## config.mk

```make
export PLATFORM = sky130hd
export DESIGN_NAME = fill_sequencer
export DESIGN_NICKNAME = d
export VERILOG_FILES = /design/src/rtl/fill_sequencer.sv
export SDC_FILE = /design/constraint.sdc
export NUM_CORES = 1
export LEC_CHECK = 0
export BUFFER_PORTS_ARGS = -buffer_cell sky130_fd_sc_hd__buf_2
export CAP_MARGIN = 20
export CORE_MARGIN = 1.5
export CORE_UTILIZATION = 55
export CTS_BUF_LIST = sky130_fd_sc_hd__clkbuf_4
export CTS_CLUSTER_DIAMETER = 80
export DETAILED_ROUTE_END_ITERATION = 16
export GPL_TIMING_DRIVEN = 1
export PLACE_DENSITY_LB_ADDON = 0.25
export REMOVE_ABC_BUFFERS = 1
export SETUP_SLACK_MARGIN = 0.2
export SYNTH_ARGS = -nofsm -noshare
export SYNTH_HDL_FRONTEND = slang
export SYNTH_SLANG_ARGS = --single-unit
```

## constraint.sdc

```tcl
create_clock -name clk_1khz -period 3.48 [get_ports clk_1khz]
set_clock_uncertainty 0.2 [all_clocks]
set_input_delay 0.696 -clock clk_1khz [delete_from_list [all_inputs] [get_ports clk_1khz]]
set_output_delay 0.696 -clock clk_1khz [all_outputs]
set_load 0.05 [all_outputs]
```

## src/rtl/fill_sequencer.sv

```systemverilog
// -----------------------------------------------------------------------------
// fill_sequencer
//
// Batch controller for a pill-bottling station running from a 1 kHz tick.
// A batch moves one bottle at a time through INDEX (conveyor brings a bottle
// under the chute), FILL (gate open, pills counted), SETTLE (gate closed while
// the last pills drop), and ADVANCE (bottle counted). It then returns to INDEX
// for the next bottle, or goes to DONE when the batch is complete. Emergency
// stop, conveyor jam and hopper starvation all divert to ERROR. ERROR holds
// until the operator acknowledges it.
//
// Ports
//   clk_1khz          system clock
//   switch_clr        asynchronous active-low reset
//   start             one-cycle batch request (honoured in IDLE/DONE only)
//   clear_err         one-cycle error acknowledge (honoured with estop released)
//   target_pills      pills per bottle, 1..999, latched on start
//   target_bottles    bottles per batch, 1..99, latched on start
//   pill_pulse        one-cycle pulse per pill dropped (already synchronised)
//   bottle_at_station level, bottle under the chute
//   emergency_stop    level, active-high
//   hopper_empty      level, active-high
//   hopper_gate       chute gate open
//   conveyor_run      conveyor motor on
//   pills_cnt         pills in the current bottle
//   bottles_cnt       bottles completed in this batch
//   seq_state         IDLE=0 INDEX=1 FILL=2 SETTLE=3 ADVANCE=4 DONE=5 ERROR=6
//   done              high in DONE
//   err_code          0 none, 1 estop, 2 jam, 3 hopper empty
// -----------------------------------------------------------------------------
module fill_sequencer #(
    parameter int INDEX_TIMEOUT = 3000,
    parameter int SETTLE_CYCLES = 200,
    parameter int EMPTY_TIMEOUT = 5000
) (
    input  logic       clk_1khz,
    input  logic       switch_clr,
    input  logic       start,
    input  logic       clear_err,
    input  logic [9:0] target_pills,
    input  logic [6:0] target_bottles,
    input  logic       pill_pulse,
    input  logic       bottle_at_station,
    input  logic       emergency_stop,
    input  logic       hopper_empty,
    output logic       hopper_gate,
    output logic       conveyor_run,
    output logic [9:0] pills_cnt,
    output logic [6:0] bottles_cnt,
    output logic [2:0] seq_state,
    output logic       done,
    output logic [1:0] err_code
);

    // Cycles at the start of a follow-on INDEX during which the bottle sensor
    // is masked, so the bottle just filled is not detected again.
    localparam int IGNORE_CYCLES = 10;

    localparam int MAX_AB    = (INDEX_TIMEOUT > SETTLE_CYCLES) ? INDEX_TIMEOUT : SETTLE_CYCLES;
    localparam int MAX_ABC   = (MAX_AB > EMPTY_TIMEOUT) ? MAX_AB : EMPTY_TIMEOUT;
    localparam int TIMER_MAX = (MAX_ABC > IGNORE_CYCLES) ? MAX_ABC : IGNORE_CYCLES;
    localparam int TIMER_W   = $clog2(TIMER_MAX + 1);

    // The timer holds the number of cycles already spent, so a limit of N is
    // reached on the cycle where the timer reads N-1.
    localparam logic [TIMER_W-1:0] INDEX_LAST  = TIMER_W'(INDEX_TIMEOUT - 1);
    localparam logic [TIMER_W-1:0] SETTLE_LAST = TIMER_W'(SETTLE_CYCLES - 1);
    localparam logic [TIMER_W-1:0] EMPTY_LAST  = TIMER_W'(EMPTY_TIMEOUT - 1);
    localparam logic [TIMER_W-1:0] IGNORE_END  = TIMER_W'(IGNORE_CYCLES);

    typedef enum logic [2:0] {
        S_IDLE    = 3'd0,
        S_INDEX   = 3'd1,
        S_FILL    = 3'd2,
        S_SETTLE  = 3'd3,
        S_ADVANCE = 3'd4,
        S_DONE    = 3'd5,
        S_ERROR   = 3'd6
    } state_t;

    typedef enum logic [1:0] {
        ERR_NONE  = 2'd0,
        ERR_ESTOP = 2'd1,
        ERR_JAM   = 2'd2,
        ERR_EMPTY = 2'd3
    } err_t;

    state_t             state_q, state_d;
    logic [TIMER_W-1:0] timer_q, timer_d, timer_inc;
    logic [9:0]         tgt_pills_q, tgt_pills_d;
    logic [6:0]         tgt_bottles_q, tgt_bottles_d;
    logic [9:0]         pills_d;
    logic [6:0]         bottles_d;
    err_t               err_q, err_d;
    logic               gate_d, conveyor_d, done_d;
    logic [9:0]         pills_plus1;
    logic [6:0]         bottles_plus1;
    logic               bottle_seen;

    assign timer_inc     = (timer_q == {TIMER_W{1'b1}}) ? timer_q : timer_q + 1'b1;
    assign pills_plus1   = pills_cnt + 10'd1;
    assign bottles_plus1 = bottles_cnt + 7'd1;

    // A non-zero bottle count means this INDEX follows an ADVANCE, i.e. the
    // filled bottle is still leaving the station; the first INDEX of a batch
    // accepts the sensor immediately.
    assign bottle_seen = bottle_at_station &&
                         ((bottles_cnt == 7'd0) || (timer_q >= IGNORE_END));

    always_comb begin
        // NOTE: every variable gets a default before the case so that no path
        // leaves it unassigned, which would otherwise infer a latch.
        state_d       = state_q;
        timer_d       = timer_q;
        tgt_pills_d   = tgt_pills_q;
        tgt_bottles_d = tgt_bottles_q;
        pills_d       = pills_cnt;
        bottles_d     = bottles_cnt;
        err_d         = err_q;

        unique case (state_q)
            S_IDLE, S_DONE: begin
                if (start && (target_pills != 10'd0) && (target_bottles != 7'd0)) begin
                    tgt_pills_d   = target_pills;
                    tgt_bottles_d = target_bottles;
                    pills_d       = 10'd0;
                    bottles_d     = 7'd0;
                    state_d       = S_INDEX;
                end
            end

            S_INDEX: begin
                if (emergency_stop) begin
                    state_d = S_ERROR;
                    err_d   = ERR_ESTOP;
                end else if (bottle_seen) begin
                    pills_d = 10'd0;
                    state_d = S_FILL;
                end else if (timer_q >= INDEX_LAST) begin
                    state_d = S_ERROR;
                    err_d   = ERR_JAM;
                end else begin
                    timer_d = timer_inc;
                end
            end

            S_FILL: begin
                if (emergency_stop) begin
                    state_d = S_ERROR;
                    err_d   = ERR_ESTOP;
                end else if (pill_pulse && (pills_plus1 == tgt_pills_q)) begin
                    pills_d = pills_plus1;
                    state_d = S_SETTLE;
                end else begin
                    if (pill_pulse) begin
                        pills_d = pills_plus1;
                    end
                    // The timer measures consecutive empty cycles only.
                    if (!hopper_empty) begin
                        timer_d = '0;
                    end else if (timer_q >= EMPTY_LAST) begin
                        state_d = S_ERROR;
                        err_d   = ERR_EMPTY;
                    end else begin
                        timer_d = timer_inc;
                    end
                end
            end

            S_SETTLE: begin
                if (emergency_stop) begin
                    state_d = S_ERROR;
                    err_d   = ERR_ESTOP;
                end else if (timer_q >= SETTLE_LAST) begin
                    state_d = S_ADVANCE;
                end else begin
                    timer_d = timer_inc;
                end
            end

            S_ADVANCE: begin
                if (emergency_stop) begin
                    state_d = S_ERROR;
                    err_d   = ERR_ESTOP;
                end else begin
                    bottles_d = bottles_plus1;
                    state_d   = (bottles_plus1 == tgt_bottles_q) ? S_DONE : S_INDEX;
                end
            end

            S_ERROR: begin
                if (clear_err && !emergency_stop) begin
                    err_d     = ERR_NONE;
                    pills_d   = 10'd0;
                    bottles_d = 7'd0;
                    state_d   = S_IDLE;
                end
            end

            default: state_d = S_IDLE;
        endcase

        if (state_d != state_q) begin
            timer_d = '0;
        end

        // Outputs are derived from the next state so the registered versions
        // change on the same edge as the state itself.
        gate_d     = (state_d == S_FILL) && !hopper_empty;
        conveyor_d = (state_d == S_INDEX);
        done_d     = (state_d == S_DONE);
    end

    always_ff @(posedge clk_1khz or negedge switch_clr) begin
        if (!switch_clr) begin
            state_q       <= S_IDLE;
            timer_q       <= '0;
            tgt_pills_q   <= 10'd0;
            tgt_bottles_q <= 7'd0;
            pills_cnt     <= 10'd0;
            bottles_cnt   <= 7'd0;
            err_q         <= ERR_NONE;
            hopper_gate   <= 1'b0;
            conveyor_run  <= 1'b0;
            done          <= 1'b0;
        end else begin
            // NOTE: non-blocking assignments here so every register samples
            // the pre-edge values computed above, independent of statement order.
            state_q       <= state_d;
            timer_q       <= timer_d;
            tgt_pills_q   <= tgt_pills_d;
            tgt_bottles_q <= tgt_bottles_d;
            pills_cnt     <= pills_d;
            bottles_cnt   <= bottles_d;
            err_q         <= err_d;
            hopper_gate   <= gate_d;
            conveyor_run  <= conveyor_d;
            done          <= done_d;
        end
    end

    assign seq_state = state_q;
    assign err_code  = err_q;

endmodule

```

==> results.py <==
metrics = {
    "run_status": {
        "status": "finished clean",
    },
    "power_and_ir_drop": {
        "power_switching_mw": 1.31,
        "pwr-share-seq_pct": 34.9,
        "clockPowerShare_pct": 12.0,
        "switching_share_pct": 45.7,
        "internal-power_mw": 1.55,
        "p_leak_nw": 1.74,
        "ir_drop_uv": 469,
        "comb_power_share_pct": 53.1,
        "power_density_nw_per_um2": 691,
    },
    "final_layout": {
        "drive_gt1_share_pct": 23.4,
        "n_fill_cell": 546,
        "nets": 491,
        "diodes": 0,
        "final_cell_mix": "dfrtp_1, buf_2, nor2_1",
        "layout_commonest_cell": "dfrtp_1",
        "multi_input_area_um2": 2200,
        "syn2layout_area_growth_pct": 13.3,
        "regArea_um2": 1380,
    },
    "routing": {
        "routed_wl_um": 8910,
        "avgViaCountPerCell": 6.44,
        "wl_per_cell_um": 16.6,
        "drt_first_iter_violations": 181,
        "route.detailed.drc": 0,
        "vias": 3463,
        "drt_pass1_iterations": 4,
        "ant_nets": 0,
    },
    "clock_network": {
        "cts_tree": "yes",
        "insertion_delay_ps": 370,
        "numCtsBuffers": 5,
        "clock_sinks": 55,
        "clk_pin_slew_ps": 160,
        "max-clock-path-buffers": 2,
        "cts_htree_levels": 2,
        "clockRootBuffer": "clkbuf_4",
    },
    "setup_path": {
        "arrival_ps": 3240,
        "cp_slowest_cell": "dfrtp_1",
        "criticalPathCategory": "register to register",
        "critPathLaunchType": "register",
        "cp_cell_sequence": "ha_1 -> a211oi_2 -> o2111ai_1 -> and2_1 -> and3_4 -> or4_4 -> or2_1 -> or3_1 -> a211oi_2",
        "path_common_cell": "a211oi_2",
        "crit_fanout": 6,
        "endpoint_kind": "register",
        "crit_path_max_incr_delay_ps": 470,
        "worstPathRequired_ps": 3580,
    },
    "grt": {
        "grt_pass1_wl_um": 15300,
        "grt_pass1_vias": 3297,
        "grt_max_degree": 33,
        "grt_usage_pct": 26.1,
        "antenna_found_initial": 0,
        "overflow": 0,
    },
    "job": {
        "cap_violations": 0,
    },
    "floorplanning": {
        "ios": 50,
        "die_height_um": 84.5,
        "design.core.area_um2": 6390,
        "die-area_um2": 7150,
        "row_count": 29,
        "initial_utilization_pct": 57.2,
        "die_w_um": 84.5,
    },
    "timing": {
        "fin_crit_sh_pct": 90.3,
        "tightest_slew_ps": 576,
        "rsz0062_at_grt": "no",
        "hold_slack_ps": 82.1,
        "hold_violations": 0,
        "fmax_mhz": 318,
        "fin_crit_ps": 3140,
        "relSlewSlack_pct": 61.3,
        "setup_tns_ps": 0,
        "setup_viol": 0,
        "slew_viol_final": 0,
    },
    "yosys": {
        "synth_seq_cells": 55,
        "ys.flop_type": "dfrtp_1",
        "async_reset_ff_share_pct": 100,
        "ys_types": 65,
        "syn_area_per_cell_um2": 9.00,
        "seq_area_frac_synth_pct": 37.6,
        "ys_warn_count": 0,
        "syn_inst": 406,
        "synth_edf_count": 0,
        "syn_area_um2": 3660,
    },
    "placement": {
        "port_buffers": 49,
        "gp_congestion": 0.943,
        "dp_hpwl_um": 6750,
    },
    "hold_path": {
        "hold_path.class": "input port to asynchronous set/reset pin",
    },
}
per-layer routing:
| layer | share of wire [%] | vias to the layer above | global-route usage [%] |
|---|---|---|---|
| li1 | - | 1641 | - |
| met1 | 45 | 1682 | 34.7 |
| met2 | 48 | 124 | 43.6 |
| met3 | 4.9 | 16 | 4.23 |
| met4 | 1.7 | 0 | 8.50 |
| met5 | 0 | - | 0 |
power groups by stage:
| stage | logic [mW] | registers (mW) | clock network [mW] |
|---|---|---|---|
| after floorplan | 0.850 | 1.17 | 0 |
| after global placement | 1.43 | 0.999 | 0 |
| after global routing | 1.65 | 1.02 | 0.372 |
| after CTS | 1.47 | 0.997 | 0.356 |
| after detailed placement | 1.47 | 1.01 | 0 |
| final | 1.52 | 0.999 | 0.344 |
stage by stage:
stage | util, % | total power, mW | std cells | worst slack (ps) | instance area, um2
4_1_cts | 64.0 | 2.83 | 535 | 222 | 4090
6_report | 64.9 | 2.86 | 538 | 337 | 4140
5_1_grt | 64.9 | 3.05 | 538 | 199 | 4140
2_1_floorplan | - | 2.02 | 390 | 22.9 | 3570
3_5_place_dp | 62.8 | 2.48 | 528 | 115 | 4010
3_3_place_gp | 62.8 | 2.43 | 528 | 219 | 4010
cell usage after synthesis, types with 9 or more instances:
library cell	count	area, um2
dfrtp_1	55	1380
nor2_1	28	105
nand2_1	26	97.6
o21ai_0	24	120
a21oi_1	20	100
mux2_2	17	191
nor3_1	16	80.1
nand3_1	15	75.1
xnor2_1	15	131
and3_1	11	68.8
nor2b_1	11	68.8
o31ai_1	11	82.6
inv_1	10	37.5
nand4_1	10	62.6
o21ai_1	9	45.0
or3_1	9	56.3
area by class of cell:
cell class	instances	area share [%]
Clock buffer	5	0.906
Clock inverter	2	0.906
Inverter	10	0.906
Multi-Input combinational cell	325	53.0
Sequential cell	55	33.3
Tap cell	77	2.33
Timing Repair Buffer	64	8.64
cell families after synthesis:
group | Yosys count | synth area share (%)
AOI/OAI and AO/OA | 113 | 21.0
xor gates and xnor gates | 23 | 5.51
adders and majority gates | 5 | 1.71
buffers and inverters | 26 | 3.32
DFF | 55 | 37.6
muxes | 17 | 5.24
and+or+nand+nor | 167 | 25.6
worst max-delay path: cells and delay by family (launching register included):
kind | cells | cell delay, ps
AOI/OAI and AO/OA | 3 | 700
adders and majority gates | 1 | 260
and+or+nand+nor | 5 | 1450
DFF | 1 | 470
sequential cells by signal, indices dropped and copies added, names as in the netlist:
signal and flops:
pills_cnt 10, tgt_bottles_q 7, bottles_cnt 7, conveyor_run 1, timer_q 13, done 1
tgt_pills_q 10, err_code 2, hopper_gate 1, seq_state 3
worst paths after layout:
path	startpoint	end	depth (start not counted)	slack (ps)
setup / recovery	timer_q[1]	timer_q[4]	9	340
hold / removal	switch_clr	timer_q[8]	1	80
setup reg to reg	timer_q[1]	timer_q[4]	9	340
hold reg to reg	err_code[0]	err_code[0]	1	310
max in group asynchronous	switch_clr	pills_cnt[0]	2	2180
min in group clk_1khz	err_code[0]	err_code[0]	1	310
what timing repair did:
action                                  in CTS  in global routing
resized for setup                            2                  7
hold buffers                                 0                  0
pin swaps                                    0                  2
buffers inserted                             0                  3
endpoints found under the setup margin      13                 23
Note: power is estimated with default switching activity, not from simulation.
